<file path="config.mk">
export PLATFORM = sky130hd
export DESIGN_NAME = egress_switch
export DESIGN_NICKNAME = d
export VERILOG_FILES = /design/src/rtl/egress_switch_pkg.sv /design/src/rtl/egress_switch_rr_arbiter.sv /design/src/rtl/egress_switch.sv
export SDC_FILE = /design/constraint.sdc
export NUM_CORES = 1
export LEC_CHECK = 0
export BUFFER_PORTS_ARGS = -buffer_cell sky130_fd_sc_hd__buf_4
export CORE_MARGIN = 2
export CORE_UTILIZATION = 48
export CTS_CLUSTER_SIZE = 20
export DETAILED_ROUTE_END_ITERATION = 6
export GPL_TIMING_DRIVEN = 0
export PLACE_DENSITY = 0.83
export SYNTH_ARGS = -nofsm -noshare
export SYNTH_HDL_FRONTEND = slang
export SYNTH_SLANG_ARGS = --single-unit
</file>
<file path="constraint.sdc">
create_clock -name clk -period 3.45 [get_ports clk]
set_clock_uncertainty 0.15 [all_clocks]
set_input_delay 0.5175 -clock clk [delete_from_list [all_inputs] [get_ports clk]]
set_output_delay 0.5175 -clock clk [all_outputs]
set_load 0.05 [all_outputs]
</file>
<file path="src/rtl/egress_switch_pkg.sv">
// Shared definitions for the egress crossbar: port geometry, AXI-Stream
// beat views and the per-output arbitration state.
package egress_switch_pkg;

  localparam int NUM_INGRESS_PORTS  = 4;
  localparam int AXIS_DATA_WIDTH    = 16;
  localparam int AXIS_DEST_WIDTH    = 2;
  localparam int FRAME_COUNT_WIDTH  = 32;

  // Forward (source-driven) half of one AXI-Stream link.
  typedef struct packed {
    logic [AXIS_DATA_WIDTH-1:0] tdata;
    logic                       tvalid;
    logic                       tlast;
    logic [AXIS_DEST_WIDTH-1:0] tdest;
  } axis_d_source_t;

  // Backward (sink-driven) half of one AXI-Stream link.
  typedef struct packed {
    logic tready;
  } axis_d_sink_t;

  // Per-output state: IDLE arbitrates, LOCKED forwards one frame.
  typedef enum logic {
    IDLE   = 1'b0,
    LOCKED = 1'b1
  } egress_state_e;

endpackage

</file>
<file path="src/rtl/egress_switch_rr_arbiter.sv">
// Round-robin picker: returns the first asserted request found when scanning
// upward from ptr, wrapping modulo N. Purely combinational.
module rr_arbiter
  import egress_switch_pkg::*;
#(
  parameter int N = NUM_INGRESS_PORTS,
  parameter int W = AXIS_DEST_WIDTH
) (
  input  logic [N-1:0] req,
  input  logic [W-1:0] ptr,
  output logic         grant_valid,
  output logic [W-1:0] grant_idx
);

  logic [W-1:0] cand;

  // Scan ptr, ptr+1, ... and keep the first requester; W-bit add wraps.
  always_comb begin
    grant_valid = 1'b0;
    grant_idx   = '0;
    cand        = '0;
    for (int k = 0; k < N; k++) begin
      cand = ptr + W'(k);
      if (!grant_valid && req[cand]) begin
        grant_valid = 1'b1;
        grant_idx   = cand;
      end
    end
  end

endmodule

</file>
<file path="src/rtl/egress_switch.sv">
// Frame-granular NxN AXI-Stream crossbar. Each output locks onto one input
// from its first beat to tlast, chosen round-robin among inputs whose tdest
// names that output. out_tdest reports the source input of the frame.
//
// Handshake: a beat moves on output o when out_tvalid[o] && out_tready[o];
// while o is LOCKED to input g, in_tready[g] mirrors out_tready[o] and the
// same cycle consumes the input beat. Unlocked inputs see in_tready = 0.
module egress_switch
  import egress_switch_pkg::*;
#(
  parameter int NUM_PORTS  = NUM_INGRESS_PORTS,
  parameter int DATA_WIDTH = AXIS_DATA_WIDTH,
  parameter int DEST_WIDTH = AXIS_DEST_WIDTH
) (
  input  logic                              clk,
  input  logic                              reset,
  input  logic [NUM_PORTS*DATA_WIDTH-1:0]   in_tdata,
  input  logic [NUM_PORTS-1:0]              in_tvalid,
  input  logic [NUM_PORTS-1:0]              in_tlast,
  input  logic [NUM_PORTS*DEST_WIDTH-1:0]   in_tdest,
  output logic [NUM_PORTS-1:0]              in_tready,
  output logic [NUM_PORTS*DATA_WIDTH-1:0]   out_tdata,
  output logic [NUM_PORTS-1:0]              out_tvalid,
  output logic [NUM_PORTS-1:0]              out_tlast,
  output logic [NUM_PORTS*DEST_WIDTH-1:0]   out_tdest,
  input  logic [NUM_PORTS-1:0]              out_tready,
  output logic [NUM_PORTS-1:0]              out_busy,
  output logic [NUM_PORTS*FRAME_COUNT_WIDTH-1:0] out_frames
);

  localparam int CW = FRAME_COUNT_WIDTH;

  egress_state_e         state_q  [NUM_PORTS];
  egress_state_e         state_d  [NUM_PORTS];
  logic [DEST_WIDTH-1:0] g_q      [NUM_PORTS];
  logic [DEST_WIDTH-1:0] g_d      [NUM_PORTS];
  logic [DEST_WIDTH-1:0] p_q      [NUM_PORTS];
  logic [DEST_WIDTH-1:0] p_d      [NUM_PORTS];
  logic [CW-1:0]         frames_q [NUM_PORTS];
  logic [CW-1:0]         frames_d [NUM_PORTS];

  logic [NUM_PORTS-1:0]  input_locked;
  logic [NUM_PORTS-1:0]  req [NUM_PORTS];
  logic [NUM_PORTS-1:0]  arb_valid;
  logic [DEST_WIDTH-1:0] arb_idx [NUM_PORTS];
  int                    sel;

  // Inputs already owned by some LOCKED output must not request again.
  always_comb begin
    input_locked = '0;
    for (int o = 0; o < NUM_PORTS; o++) begin
      if (state_q[o] == LOCKED) input_locked[g_q[o]] = 1'b1;
    end
  end

  // Request matrix: req[o][i] is set when free input i targets output o.
  always_comb begin
    for (int o = 0; o < NUM_PORTS; o++) begin
      req[o] = '0;
      for (int i = 0; i < NUM_PORTS; i++) begin
        req[o][i] = in_tvalid[i] && !input_locked[i] &&
                    (in_tdest[i*DEST_WIDTH +: DEST_WIDTH] == DEST_WIDTH'(o));
      end
    end
  end

  for (genvar o = 0; o < NUM_PORTS; o++) begin : g_arb
    rr_arbiter #(.N(NUM_PORTS), .W(DEST_WIDTH)) u_arb (
      .req        (req[o]),
      .ptr        (p_q[o]),
      .grant_valid(arb_valid[o]),
      .grant_idx  (arb_idx[o])
    );
  end

  // Output muxes and ready steering; idle outputs drive all zeros.
  always_comb begin
    out_tdata  = '0;
    out_tvalid = '0;
    out_tlast  = '0;
    out_tdest  = '0;
    out_busy   = '0;
    out_frames = '0;
    in_tready  = '0;
    sel        = 0;
    for (int o = 0; o < NUM_PORTS; o++) begin
      out_frames[o*CW +: CW] = frames_q[o];
      if (state_q[o] == LOCKED) begin
        sel = int'(g_q[o]);
        out_tdata[o*DATA_WIDTH +: DATA_WIDTH] = in_tdata[sel*DATA_WIDTH +: DATA_WIDTH];
        out_tvalid[o]                         = in_tvalid[sel];
        out_tlast[o]                          = in_tlast[sel];
        out_tdest[o*DEST_WIDTH +: DEST_WIDTH] = g_q[o];
        out_busy[o]                           = 1'b1;
        in_tready[sel]                        = out_tready[o];
      end
    end
  end

  // Per-output next state: lock on a grant, release after the tlast beat.
  always_comb begin
    for (int o = 0; o < NUM_PORTS; o++) begin
      state_d[o]  = state_q[o];
      g_d[o]      = g_q[o];
      p_d[o]      = p_q[o];
      frames_d[o] = frames_q[o];
      case (state_q[o])
        IDLE: begin
          if (arb_valid[o]) begin
            g_d[o]     = arb_idx[o];
            state_d[o] = LOCKED;
          end
        end
        LOCKED: begin
          if (out_tvalid[o] && out_tready[o] && out_tlast[o]) begin
            state_d[o]  = IDLE;
            p_d[o]      = g_q[o] + DEST_WIDTH'(1);
            frames_d[o] = frames_q[o] + CW'(1);
          end
        end
        default: state_d[o] = IDLE;
      endcase
    end
  end

  // State registers; reset abandons any frame in flight.
  always_ff @(posedge clk) begin
    for (int o = 0; o < NUM_PORTS; o++) begin
      if (reset) begin
        state_q[o]  <= IDLE;
        g_q[o]      <= '0;
        p_q[o]      <= '0;
        frames_q[o] <= '0;
      end else begin
        state_q[o]  <= state_d[o];
        g_q[o]      <= g_d[o];
        p_q[o]      <= p_d[o];
        frames_q[o] <= frames_d[o];
      end
    end
  end

endmodule

</file>
Word-level counts from Yosys, hierarchy flattened
Memory sizes are Yosys's and may differ from the RTL's. Index checks and enable logic that the tools add are counted.

Flip-flop bits (word level): 0. Memory bits (writable): 148. Bits of input ports: 86. Output and inout port bits: 216. Logic and storage cells: 346. Memories: 4.

Memory list: frames_q (depth 4, bits a word 32, rd ports 4, clocked after Yosys merged registers in 0, write ports 4, line egress_switch.sv:39) `logic [CW-1:0] frames_q [NUM_PORTS];`; g_q (depth 4, bits a word 2, rd ports 4, clocked after Yosys merged registers in 0, write ports 4, line egress_switch.sv:35) `logic [DEST_WIDTH-1:0] g_q [NUM_PORTS];`; p_q (depth 4, bits a word 2, rd ports 4, clocked after Yosys merged registers in 0, write ports 4, line egress_switch.sv:37) `logic [DEST_WIDTH-1:0] p_q [NUM_PORTS];`; state_q (depth 4, bits a word 1, rd ports 4, clocked after Yosys merged registers in 0, write ports 4, line egress_switch.sv:33) `egress_state_e state_q [NUM_PORTS];`.

Add/subtract/negate cells: 20. $lt $le $gt $ge: 32. Eq/ne operators: 12. Shifts and indexed selects: 4. Multiplexer cells: 182. Bitwise logic cells: 24. Reductions and logical operators: 68.

Operators with widths (number): 2-to-1 mux 32 bit (12); variable part select 64 x 7 -> 16 bit (4); adder 32 x 1 -> 32 bit (second input constant) (4); 2-to-1 mux 2 bit (44); 2-to-1 mux 1 bit (75); < comparator 2 x 3 -> 1 bit (second input constant) (24); 2-to-1 mux 16 bit (4); binary-select mux 1 bit (select 2 bit) (24); logical AND 1 bit (48); 2-to-1 mux 4 bit (8); adder 2 x 1 -> 2 bit (second input constant) (8); adder 2 bit (second input constant) (8); demux 1 bit (select 2 bit) (8); equality test 2 bit (second input constant) (8); >= comparator 2 x 1 -> 1 bit (second input constant) (8); logical NOT 1 bit (16); OR 1 bit (16); bitwise mux 4 bit (3); OR 4 bit (3); equality test 2 x 1 -> 1 bit (second input constant) (4); logical NOT 2 bit (4); one-hot mux 1 bit (2 select lines) (4); bitwise AND 4 bit (1); NOT 1 bit (4).

Depth between registers and ports, before layout
Depth after elaboration: 29. Gate-level depth with buffers: 10. Mapped depth without buffers: 7.

Cells and area by module
Synthesis repeated with hierarchy kept, for this count alone.

Cells, all modules: 1169. Area, all modules: 10067.2 um2.

By module, submodules not included: egress_switch (times used 1, cells an instance 1109, area each 9756.9 um2, seq. area each 2962.8 um2); rr_arbiter (times used 4, cells an instance 15, area each 77.6 um2, seq. area each 0.0 um2).

Least setup slack after synthesis
No wires, ideal clock.

Kind: register to register. Start: memory g_q[0][0] (netlist bit). End: memory g_q[0][0] (netlist bit). Setup time: 116 ps. Arrival time: 3315 ps. Data required time: 3184 ps. Path slack: -131 ps. Cell stages (with the launch flop): 10. Buffers on the path: 2. Period minus slack after synthesis: 3581 ps. Cell sequence: dfxtp_1 -> buf_1 -> buf_2 -> inv_1 -> ha_1 -> a222oi_1 -> or4bb_1 -> a41oi_2 -> nor3_1 -> a41o_1.

RTL lines (line): start: declaration (egress_switch.sv:35).

==> impl_metrics.py <==
metrics = {
    "global_routing": {
        "antenna_found_initial": 1,
        "grt_pass1_vias": 9981,
        "overflow": 0,
        "grt_first_pass_wirelength_microns": 52000,
        "grt_use_total_pct": 29.4,
        "grt_max_degree": 19,
    },
    "sta": {
        "slew_viol_final": 0,
        "rsz0062_at_grt": "false",
        "fmaxAchievable_mhz": 296,
        "slew_headroom_pct": 38.0,
        "worst_hold_slack_ps": 336,
        "fin_crit_ps": 3380,
        "tightest_slew_ps": 922,
        "fin_setup_tns_ps": 0,
        "post-route-period-util_pct": 98.0,
        "setup_violations": 0,
        "hold_violations": 0,
    },
    "setup_path": {
        "crit_type": "flip-flop to output pin",
        "worstPathArrival_ps": 2710,
        "worstPathMaxFanout": 10,
        "endpoint_kind": "output pin",
        "required_ps": 2780,
        "worst_setup_path_start_kind": "flip-flop",
    },
    "yosys": {
        "async_reset_ff_share_pct": 0,
        "synth-edff-count": 0,
        "ys_ff_latch": 148,
        "synth_top_area_cell": "dfxtp_1",
        "synth_area_leaders": "dfxtp_1 30%, mux4_2 16%, and2_1 5.8%",
        "netlist_instances": 1133,
        "syn-num-nets": 1239,
        "syn-cell-area_sq_um": 10000,
        "syn_area_per_cell_sq_um": 8.84,
        "synthFlopType": "dfxtp_1",
        "ys_seq_area_share_pct": 29.6,
        "netlist.area_leader.share_pct": 29.6,
        "yosysUniqueCellTypes": 59,
        "ys_warn_count": 0,
    },
    "clocking": {
        "clkSinkCount": 148,
        "clk_latency_ps": 440,
        "cts-root-buf": "clkbuf_16",
        "htreeDepth": 4,
        "clk_pin_slew_ps": 80,
        "clockBufferDepth": 2,
        "cts_hold_buffers": 0,
        "cts_tree": "yes",
        "cts-buffers-inserted": 17,
    },
    "finish": {
        "synthToLayoutAreaGrowth_pct": 32.6,
        "final_nets": 1560,
        "drive_gt1_share_pct": 30.2,
        "diodes": 0,
    },
    "pwr": {
        "power_leakage_nw": 4.97,
        "p_total_mw": 5.00,
        "powerDensity_nw_per_um2": 376,
        "ir_worst_vdd_uv": 387,
    },
    "floorplan": {
        "core_area_sq_um": 20400,
        "fp-row-count": 52,
        "start_util_pct": 49.2,
        "die_area_sq_um": 22000,
        "die_h_microns": 148,
        "die_w_microns": 148,
        "pin_count": 302,
    },
    "routing": {
        "vias_per_cell": 6.11,
        "firstDrtPassIters": 6,
        "drc_errors": 0,
        "wl_microns": 33200,
        "num_vias": 10609,
        "drtIter0Drc": 744,
        "drt.antenna.violating_nets": 0,
        "wl_per_cell_microns": 19.1,
    },
    "placement": {
        "port_buffers": 299,
        "gp_congestion": 0.971,
        "hpwl_microns": 25000,
    },
    "run_status": {
        "run_status": "finished clean",
    },
    "job": {
        "drv_cap": 0,
    },
    "hold_path": {
        "hp-class": "flip-flop to flip-flop",
    },
}
## cell usage in the layout, fill, tap and decap left out, types with 25 or more instances in the layout
cell and n:
mux4_2 72, dfxtp_1 146, nand3_1 53, o21ai_0 30, nand2_1 74, xnor2_1 51
buf_4 308, nand4_1 60, nor2_1 104, inv_1 25, nor3_1 31, and2_1 93
clkbuf_1 53, a21oi_1 59
## synth_stat cells (7+ instances only)
| cell type | instances |
|---|---|
| dfxtp_1 | 148 |
| nor2_1 | 104 |
| and2_1 | 93 |
| nand2_1 | 74 |
| mux4_2 | 72 |
| nand4_1 | 60 |
| a21oi_1 | 59 |
| clkbuf_1 | 55 |
| nand3_1 | 53 |
| xnor2_1 | 51 |
| nor3_1 | 31 |
| o21ai_0 | 30 |
| inv_1 | 25 |
| o31ai_1 | 24 |
| or4_1 | 24 |
| xor2_1 | 23 |
| and4_1 | 22 |
| ha_1 | 20 |
| or3_1 | 20 |
| nor4_1 | 18 |
| and3_1 | 14 |
| buf_1 | 13 |
| nor2b_1 | 10 |
| a31oi_1 | 8 |
| a211oi_1 | 7 |
| o21a_1 | 7 |
## layout make-up
cell class | instances | area (sq um)
Sequential cell | 148 | 2970
Fill cell | 1743 | 7090
Buffer | 76 | 347
Inverter | 25 | 93.8
Clock inverter | 15 | 185
Multi-Input combinational cell | 884 | 6660
Timing Repair Buffer | 302 | 2270
Clock buffer | 17 | 425
Tap cell | 270 | 338
## final timing paths
check | from | cells past startpoint | slack [ps] | endpoint
max | g_q[0][1] | 10 | 70 | in_tready[0]
min | frames_q[0][31] | 2 | 340 | frames_q[0][31]
max reg2reg | g_q[2][1] | 10 | 130 | g_q[0][0]
min reg2reg | frames_q[0][31] | 2 | 340 | frames_q[0][31]
## stage by stage
| stage | utilization (%) | worst slack [ps] | instances | area [sq um] |
|---|---|---|---|---|
| 6_report | 65.2 | 68.6 | 1737 | 13300 |
| 5_1_grt | 65.2 | 24.9 | 1737 | 13300 |
| 4_1_cts | 65.1 | 13.9 | 1737 | 13300 |
| 3_5_place_dp | 61.9 | -631 | 1702 | 12600 |
| 3_3_place_gp | 61.9 | -520 | 1702 | 12600 |
| 2_1_floorplan | - | 137 | 1133 | 10000 |
## per-layer routing
| layer | GRT usage, % | wire length [microns] | up-vias |
|---|---|---|---|
| met5 | 0 | 13 | - |
| met4 | 9.24 | 690 | 2 |
| met3 | 6.96 | 3070 | 73 |
| met2 | 50.3 | 16500 | 553 |
| met1 | 37.0 | 12900 | 5086 |
| li1 | - | - | 4895 |
## cells by family after synthesis
group	synth area share [%]
AND/OR/NAND/NOR	29.5
AO/OA/AOI/OAI	11.1
flip-flops	29.6
buffers and inverters	4.05
multiplexers	16.7
XOR/XNOR	6.47
adder cells (fa/ha/maj)	2.50
## what timing repair did
| item | in CTS | in global routing |
|---|---|---|
| endpoints found under the setup margin | 15 | 32 |
| buffers inserted | 3 | 0 |
| cloned | 0 | 0 |
| pin swaps | 2 | 0 |
| gates resized for setup | 13 | 18 |
## where the power goes
| part | switching [mW] | internal [mW] |
|---|---|---|
| Combinational | 0.834 | 0.518 |
| Sequential | 0.0360 | 1.73 |
| Clock | 0.898 | 0.985 |
## sequential cells by signal, indices dropped and copies added, names as in the netlist
register,flops
state_q,4
p_q,8
frames_q,128
g_q,8
## critical path, cell delays in order (launching register included)
cell	delay, ps
dfxtp_1	440
buf_2	320
clkbuf_4	320
inv_1	90
ha_1	210
nand3_1	80
a21oi_1	50
a31oi_1	220
a221oi_1	110
a31o_2	260
buf_4	190
No activity file was read; power rests on OpenSTA's default activity.
